[src/rtl/seg7_pkg.sv]
// Shared constants for the 7-segment display drivers: segment table (a..g, MSB = a)
// and the width helper for digit indices.
package seg7_pkg;

   localparam logic [6:0] SEG_BLANK = 7'b0000000;

   localparam logic [6:0] SEG_TABLE [16] = '{
      7'b1111110, 7'b0110000, 7'b1101101, 7'b1111001,
      7'b0110011, 7'b1011011, 7'b1011111, 7'b1110000,
      7'b1111111, 7'b1111011, 7'b1110111, 7'b0011111,
      7'b1001110, 7'b0111101, 7'b1001111, 7'b1000111
   };

   function automatic int unsigned idx_width(input int unsigned n);
      return (n <= 1) ? 1 : $clog2(n);
   endfunction

endpackage

[src/rtl/seg7_decode.sv]
// Combinational BCD/hex to 7-segment decoder; codes 10..15 blank unless hex_en.
module seg7_decode
   import seg7_pkg::*;
(
   input  logic [3:0] code,
   input  logic       hex_en,
   output logic [6:0] seg
);

   always_comb begin
      seg = SEG_TABLE[code];
      if (!hex_en && (code > 4'd9)) seg = SEG_BLANK;
   end

endmodule

[src/rtl/seg7_scan_driver.sv]
// Time-multiplexed N-digit 7-segment driver with frame-synchronous double buffering,
// leading-zero blanking, anti-ghosting dead time and pin polarity control.
module seg7_scan_driver
   import seg7_pkg::*;
#(
   parameter int unsigned NUM_DIGITS  = 4,
   parameter int unsigned CLK_DIV     = 1000,
   parameter int unsigned DEAD_CYCLES = 1,
   parameter bit          HEX_EN      = 1'b0,
   parameter bit          LZ_BLANK    = 1'b1,
   parameter bit          SEG_ACT_LOW = 1'b0,
   parameter bit          AN_ACT_LOW  = 1'b0
) (
   input  logic                               clk,
   input  logic                               rst_n,
   input  logic                               enable,
   input  logic                               load,
   input  logic [4*NUM_DIGITS-1:0]            value,
   input  logic [NUM_DIGITS-1:0]              dp_in,
   output logic [6:0]                         seg,
   output logic                               dp,
   output logic [NUM_DIGITS-1:0]              an,
   output logic [idx_width(NUM_DIGITS)-1:0]   digit_idx,
   output logic                               frame_done
);

   localparam int unsigned IW = idx_width(NUM_DIGITS);
   localparam int unsigned PW = (CLK_DIV <= 2) ? 1 : $clog2(CLK_DIV);
   localparam int unsigned VW = 4 * NUM_DIGITS;
   localparam logic [PW-1:0] PRESC_LAST = PW'(CLK_DIV - 1);
   localparam logic [PW-1:0] DEAD_LEN   = PW'(DEAD_CYCLES);
   localparam logic [IW-1:0] IDX_LAST   = IW'(NUM_DIGITS - 1);

   logic [PW-1:0]         presc;
   logic [VW-1:0]         shadow_val, active_val;
   logic [NUM_DIGITS-1:0] shadow_dp, active_dp;
   logic                  pending;
   logic [6:0]            seg_q, dec_seg;
   logic                  dp_q;
   logic [NUM_DIGITS-1:0] an_q, an_next, an_gated;
   logic [3:0]            cur_code;
   logic                  cur_dp, cur_blank, zero_run;

   assign frame_done = enable && (presc == PRESC_LAST) && (digit_idx == IDX_LAST);

   // Walk digits from the most significant down so zero_run covers "this and all higher".
   always_comb begin
      cur_code  = '0;
      cur_dp    = 1'b0;
      cur_blank = 1'b0;
      an_next   = '0;
      zero_run  = 1'b1;
      for (int unsigned i = 0; i < NUM_DIGITS; i++) begin
         int unsigned k;
         k = NUM_DIGITS - 1 - i;
         zero_run = zero_run && (active_val[k*4 +: 4] == 4'd0);
         if (IW'(k) == digit_idx) begin
            cur_code   = active_val[k*4 +: 4];
            cur_dp     = active_dp[k];
            cur_blank  = LZ_BLANK && (k != 0) && zero_run;
            an_next[k] = (presc >= DEAD_LEN);
         end
      end
   end

   seg7_decode u_decode (
      .code   (cur_code),
      .hex_en (HEX_EN),
      .seg    (dec_seg)
   );

   always_ff @(posedge clk or negedge rst_n) begin
      if (!rst_n) begin
         presc      <= '0;
         digit_idx  <= '0;
         shadow_val <= '0;
         shadow_dp  <= '0;
         active_val <= '0;
         active_dp  <= '0;
         pending    <= 1'b0;
         seg_q      <= SEG_BLANK;
         dp_q       <= 1'b0;
         an_q       <= '0;
      end else begin
         if (enable) begin
            if (presc == PRESC_LAST) begin
               presc     <= '0;
               digit_idx <= (digit_idx == IDX_LAST) ? '0 : digit_idx + 1'b1;
            end else begin
               presc <= presc + 1'b1;
            end
         end
         if (load) begin
            shadow_val <= value;
            shadow_dp  <= dp_in;
         end
         // A load landing on the frame boundary bypasses the shadow so it is not lost.
         if (load && frame_done) begin
            active_val <= value;
            active_dp  <= dp_in;
            pending    <= 1'b0;
         end else if (load) begin
            pending <= 1'b1;
         end else if (frame_done && pending) begin
            active_val <= shadow_val;
            active_dp  <= shadow_dp;
            pending    <= 1'b0;
         end
         seg_q <= cur_blank ? SEG_BLANK : dec_seg;
         dp_q  <= cur_dp;
         an_q  <= an_next;
      end
   end

   // Anodes are gated by enable directly so a paused scan goes dark immediately.
   assign an_gated = enable ? an_q : '0;
   assign an       = AN_ACT_LOW  ? ~an_gated : an_gated;
   assign seg      = SEG_ACT_LOW ? ~seg_q    : seg_q;
   assign dp       = SEG_ACT_LOW ? ~dp_q     : dp_q;

endmodule

[config.mk]
export PLATFORM = sky130hd
export DESIGN_NAME = seg7_scan_driver
export DESIGN_NICKNAME = d
export VERILOG_FILES = /design/src/rtl/seg7_pkg.sv /design/src/rtl/seg7_decode.sv /design/src/rtl/seg7_scan_driver.sv
export SDC_FILE = /design/constraint.sdc
export NUM_CORES = 1
export LEC_CHECK = 0
export CAP_MARGIN = 20
export CORE_UTILIZATION = 36
export DETAILED_ROUTE_END_ITERATION = 10
export GPL_TIMING_DRIVEN = 0
export MAX_ROUTING_LAYER = met4
export PLACE_DENSITY = 0.54
export SLEW_MARGIN = 25
export SYNTH_ARGS = -nofsm -noshare
export SYNTH_HDL_FRONTEND = slang
export SYNTH_HIERARCHICAL = 1
export SYNTH_SLANG_ARGS = --single-unit
[constraint.sdc]
create_clock -name clk -period 4.9 [get_ports clk]
set_input_delay 1.47 -clock clk [delete_from_list [all_inputs] [get_ports clk]]
set_output_delay 1.47 -clock clk [all_outputs]
set_load 0.005 [all_outputs]
### Yosys cells after proc, flatten, opt, wreduce, memory -nomap -nowiden

Memory sizes are Yosys's and may differ from the RTL's.
Cells that the tools add are included.

* register bits: 65
* memory bits (read-only): 112
* bits of input ports: 24
* output and inout port bits: 15
* word-level logic and storage cells: 69
* memories kept: 1

Memories
* (name not given): words 16, bits a word 7, rd ports 1, clocked after Yosys merged registers in 0, wr ports 0, line seg7_decode.sv:11 `seg = SEG_TABLE[code];`

* add/sub/neg operators: 2
* $lt $le $gt $ge: 3
* eq/ne operators: 6
* muxes and demuxes: 32
* bitwise gates (word level): 1
* reduce and logical (&&, ||, !) cells: 14

Operator list (count)
* two-way mux 16 bit: 3
* two-way mux 4 bit: 8
* two-way mux 7 bit: 4
* two-way mux 1 bit: 15
* zero test 4 bit: 3
* adder 10 x 1 -> 10 bit (second input constant): 1
* == test 10 bit (second input constant): 1
* greater-or-equal comparator 10 x 1 -> 1 bit (second input constant): 1
* two-way mux 10 bit: 1
* logical AND 1 bit: 6
* greater-or-equal comparator 5 bit (second input constant): 1
* inverter 4 -> 5 bit: 1
* == test 2 bit (first input constant): 2
* greater-than comparator 4 bit (second input constant): 1
* AND reduction 2 bit: 2
* nonzero test 3 bit: 1
* adder 2 x 1 -> 2 bit (second input constant): 1
* == test 1 x 2 -> 1 bit (first input constant): 1
* == test 2 bit (second input constant): 1
* zero test 2 bit: 1
* two-way mux 2 bit: 1
* inequality test 2 x 1 -> 1 bit (second input constant): 1
* nonzero test 2 bit: 1

### Logic depth before layout (Yosys ltp)

* word-level depth: 11
* mapped depth: 13
* depth with buffers taken out: 12

### By module

The synthesis kept the hierarchy.

By module, submodules not included
* seg7_scan_driver: times used 1, cells each 276, area an instance 3166.8 µm², sequential area each 1626.6 µm²
* seg7_decode: times used 1, cells each 38, area an instance 292.8 µm², sequential area each 0.0 µm²

### Worst setup path before layout

No wires, ideal clock.

* kind: input to output
* start: input port enable
* end: output port frame_done
* arrival: 2234 ps
* data required time: 3430 ps
* slack: 1196 ps
* cell stages on the path: 5
* path buffers: 2
* cells stage by stage: buf_6 -> and3_1 -> and3_4 -> buf_6 -> and2_1

* longest elaborated chain between the ends: 2

RTL lines
* from (decl): line seg7_scan_driver.sv:16 `input logic enable,`
* logical AND 1 bit (2 in series): line seg7_scan_driver.sv:44 `assign frame_done = enable && (presc == PRESC_LAST) && (digit_idx == IDX_LAST);`
* to (decl): line seg7_scan_driver.sv:24 `output logic frame_done`

Every way passes these cells.

### Worst setup path in the final report

Same ends and word-level chain as after synthesis.

==> impl_metrics.xml <==
<?xml version="1.0" encoding="UTF-8"?>
<metrics>
  <group name="sta">
    <metric name="maxClockFrequency" unit="GHz">0.2333</metric>
    <metric name="setup_viol" unit="">0</metric>
    <metric name="max_slew.worst_pin.slew" unit="ps">584.7</metric>
    <metric name="period_share" unit="%">87.48</metric>
    <metric name="clock-skew-final" unit="ps">9.021</metric>
    <metric name="rsz0062_at_grt" unit="">no</metric>
    <metric name="final_max_slew_viol_count" unit="">0</metric>
    <metric name="max_slew_headroom" unit="%">61.02</metric>
    <metric name="timing_hold_violations_final" unit="">0</metric>
    <metric name="period_minus_slack" unit="ps">4286</metric>
    <metric name="setup_total_negative_slack" unit="ps">0</metric>
  </group>
  <group name="power">
    <metric name="static_leak" unit="nW">1.861</metric>
    <metric name="combinational_cell_fraction_of_total_power" unit="%">14.9</metric>
    <metric name="seqPwrFrac" unit="%">53.3</metric>
    <metric name="p_int" unit="mW">0.8580</metric>
    <metric name="clock_power_share" unit="%">31.8</metric>
    <metric name="switching_power" unit="mW">0.3376</metric>
    <metric name="worst_ir_drop_vdd" unit="V">0.0001640</metric>
    <metric name="power" unit="mW">1.196</metric>
    <metric name="power_density" unit="nW/um^2">286.5</metric>
    <metric name="power.switching_fraction" unit="%">28.23</metric>
  </group>
  <group name="floorplan">
    <metric name="chipHeight" unit="um">100.0</metric>
    <metric name="initial_utilization" unit="%">37.26</metric>
    <metric name="ioPinCount" unit="">39</metric>
    <metric name="die_area" unit="um^2">10010</metric>
    <metric name="cell_rows" unit="">35</metric>
    <metric name="die_width" unit="um">100.0</metric>
    <metric name="core_region_area" unit="um^2">9284</metric>
  </group>
  <group name="clock_network">
    <metric name="cts.path.max_buffers" unit="">2</metric>
    <metric name="cts.repair.resized" unit="">0</metric>
    <metric name="clock_sink_count" unit="">65</metric>
    <metric name="cts.clk_slew.worst_paths" unit="ps">70</metric>
    <metric name="clock_latency_on_the_worst_skew_pair" unit="ps">330</metric>
    <metric name="cts_inserted_buffers" unit="">9</metric>
    <metric name="cts_tree" unit="">yes</metric>
    <metric name="cts-htree-levels" unit="">3</metric>
    <metric name="cts_post_setup_buffers_inserted" unit="">0</metric>
    <metric name="cts_hold_buf" unit="">0</metric>
    <metric name="clock-root-buffer" unit="">sky130_fd_sc_hd__clkbuf_8</metric>
  </group>
  <group name="finish">
    <metric name="fin_cells" unit="">499</metric>
    <metric name="antenna_cells_inserted" unit="">0</metric>
    <metric name="final_net_count" unit="">401</metric>
    <metric name="drive_gt1_share" unit="%">13.78</metric>
    <metric name="syn2layout_area_growth" unit="%">20.61</metric>
    <metric name="design_area" unit="um^2">4173</metric>
  </group>
  <group name="placed_design">
    <metric name="dpl_cell_area" unit="um^2">4016</metric>
    <metric name="finalWeightedCongestion" unit="">0.8103</metric>
    <metric name="dp_hpwl" unit="mm">4.701</metric>
    <metric name="number_of_cells_in_the_design_after_placement" unit="">483</metric>
    <metric name="buffer_ports.inserted" unit="">37</metric>
  </group>
  <group name="synthesis">
    <metric name="synth_seq_area_share" unit="%">47.02</metric>
    <metric name="synth_xor_area_share" unit="%">1.013</metric>
    <metric name="yosysTopAreaCellShare" unit="%">47.02</metric>
    <metric name="synth_enable_flop_cells" unit="">0</metric>
    <metric name="netlist_area" unit="um^2">3460</metric>
    <metric name="synth.top_cells.by_count" unit="">sky130_fd_sc_hd__dfrtp_1, sky130_fd_sc_hd__inv_1, sky130_fd_sc_hd__nor2_1, sky130_fd_sc_hd__mux2_4, sky130_fd_sc_hd__a21oi_1</metric>
    <metric name="yosys-top-cells-area" unit="">sky130_fd_sc_hd__dfrtp_1, sky130_fd_sc_hd__mux2_4, sky130_fd_sc_hd__mux2_1</metric>
    <metric name="post_synth_and_or_nand_nor_area_fraction" unit="%">13.20</metric>
    <metric name="yosys.area_share.adder" unit="%">4.340</metric>
    <metric name="ys_seq_elements" unit="">65</metric>
    <metric name="ys_dominant_reg_cell" unit="">sky130_fd_sc_hd__dfrtp_1</metric>
    <metric name="yosys.cell_count.top_type" unit="">sky130_fd_sc_hd__dfrtp_1</metric>
    <metric name="ys_warn_count" unit="">6</metric>
    <metric name="synth_top_area_cell" unit="">sky130_fd_sc_hd__dfrtp_1</metric>
    <metric name="post_synthesis_average_cell_area" unit="um^2">11.02</metric>
    <metric name="synth-compound-area-share" unit="%">10.20</metric>
    <metric name="postSynthCellCount" unit="">314</metric>
    <metric name="synth_cell_types" unit="">51</metric>
    <metric name="synth_top_family_by_area" unit="">multiplexers</metric>
    <metric name="ys_async_sr_fraction" unit="%">100.0</metric>
    <metric name="post_synth_mux_area_share" unit="%">17.58</metric>
  </group>
  <group name="routing">
    <metric name="avgViaCountPerCell" unit="">4.605</metric>
    <metric name="detailed_route_wire_length" unit="mm">6.462</metric>
    <metric name="drtPass1Iterations" unit="">4</metric>
    <metric name="drt_drc_violations_left" unit="">0</metric>
    <metric name="ant_nets" unit="">0</metric>
    <metric name="wl_per_cell" unit="um">12.95</metric>
    <metric name="drt_iter0_markers" unit="">67</metric>
    <metric name="routed-via-count" unit="">2298</metric>
  </group>
  <group name="min_path">
    <metric name="hold_crit_path_type" unit="">reg2reg</metric>
  </group>
  <group name="global_route">
    <metric name="antenna_found_initial" unit="">0</metric>
    <metric name="largest_net_degree_at_the_start_of_global_routing" unit="">34</metric>
    <metric name="grt_pass1_wl" unit="mm">11.23</metric>
    <metric name="grt_remaining_overflow" unit="">0</metric>
    <metric name="grt_pass1_vias" unit="">2349</metric>
    <metric name="gr-usage-all-layers" unit="%">14.92</metric>
  </group>
  <group name="worst_setup_path">
    <metric name="worst_setup_path_start_kind" unit="">input pin</metric>
    <metric name="worst_ep_required_time" unit="ps">3430</metric>
    <metric name="critical_path.endpoint_type" unit="">primary output</metric>
    <metric name="worstSetupPathType" unit="">in2out</metric>
    <metric name="critPathArrivalTime" unit="ps">2820</metric>
    <metric name="critPathMaxFanout" unit="">10</metric>
  </group>
  <group name="status">
    <metric name="run_status" unit="">finished, final reports clean</metric>
  </group>
  <group name="run">
    <metric name="cap_violations" unit="">0</metric>
  </group>
</metrics>
-- layer usage --
layer,track usage (%),vias up,wire length [um]
met4,5.017,0,65
met2,23.50,45,2951
met1,18.71,1070,3213
met5,-,-,0
li1,-,1177,-
met3,3.900,6,231
-- cell type report --
type                            instances  area, um^2
Buffer                                 16       117.6
Clock buffer                           13       138.9
Clock inverter                          3       17.52
Fill cell                             917        5111
Inverter                               29       108.9
Multi-Input combinational cell        206        1614
Sequential cell                        65        1627
Tap cell                              129       161.4
Timing Repair Buffer                   38       387.9
-- critical path, stage by stage --
cell,delay (ps)
sky130_fd_sc_hd__buf_6,110
sky130_fd_sc_hd__and3_1,230
sky130_fd_sc_hd__and3_4,210
sky130_fd_sc_hd__buf_6,120
sky130_fd_sc_hd__and2_1,170
sky130_fd_sc_hd__clkdlybuf4s50_1,510
-- worst paths after layout --
path / startpoint / to / slack (ps) / cells after the start
min in group asynchronous: rst_n / seg[4] / 1070 / 1
max in group asynchronous: rst_n / active_val[4] / 3310 / 2
hold reg to reg: shadow_dp[3] / shadow_dp[3] / 490 / 1
setup / recovery: enable / frame_done / 610 / 6
setup reg to reg: digit_idx[0] / seg[0] / 1770 / 13
hold / removal: shadow_dp[3] / shadow_dp[3] / 490 / 1
-- power groups by stage --
stage / sequential [mW] / clock [mW] / combinational, mW
2_1_floorplan: 0.632 / 0 / 0.122
3_3_place_gp: 0.645 / 0 / 0.175
3_5_place_dp: 0.646 / 0 / 0.181
4_1_cts: 0.636 / 0.402 / 0.182
5_1_grt: 0.643 / 0.423 / 0.206
6_report: 0.637 / 0.380 / 0.178
-- cells by family after synthesis --
family | after synthesis
buffers and inverters | 45
other | 1
AOI/OAI and AO/OA | 55
muxes | 47
adders and majority gates | 12
and+or+nand+nor | 85
DFF | 65
xor gates and xnor gates | 4
-- per-stage QoR --
step	util [%]	hold slack, ps	setup slack (ps)
after floorplan	-	443.8	1196
after global placement	43.07	457.6	115.0
after detailed placement	43.26	476.8	613.6
after CTS	44.95	494.4	606.1
after global routing	44.95	514.0	561.2
final	44.95	488.5	613.5
-- registers in the layout (all words and copies together) (netlist names) --
| name | cells |
|---|---|
| active_val | 16 |
| shadow_val | 16 |
| presc | 10 |
| seg | 7 |
| active_dp | 4 |
| an_q | 4 |
| shadow_dp | 4 |
| digit_idx | 2 |
| dp | 1 |
| pending | 1 |
-- placed cells by master (no fill, tap or decap), types with 5 or more instances in the layout --
cell type and count:
sky130_fd_sc_hd__mux2i_1 6, sky130_fd_sc_hd__dfrtp_1 65, sky130_fd_sc_hd__o21ai_0 5, sky130_fd_sc_hd__nor2_1 26
sky130_fd_sc_hd__clkbuf_1 12, sky130_fd_sc_hd__clkbuf_8 9, sky130_fd_sc_hd__nor3_1 5, sky130_fd_sc_hd__nand2_1 15
sky130_fd_sc_hd__and2_1 9, sky130_fd_sc_hd__clkdlybuf4s50_1 36, sky130_fd_sc_hd__nor2b_1 8, sky130_fd_sc_hd__a21oi_1 19
sky130_fd_sc_hd__inv_1 29, sky130_fd_sc_hd__o21ai_1 10, sky130_fd_sc_hd__mux2_4 20, sky130_fd_sc_hd__mux2_1 16
sky130_fd_sc_hd__ha_1 12
Note: power is estimated with default switching activity, not from simulation.
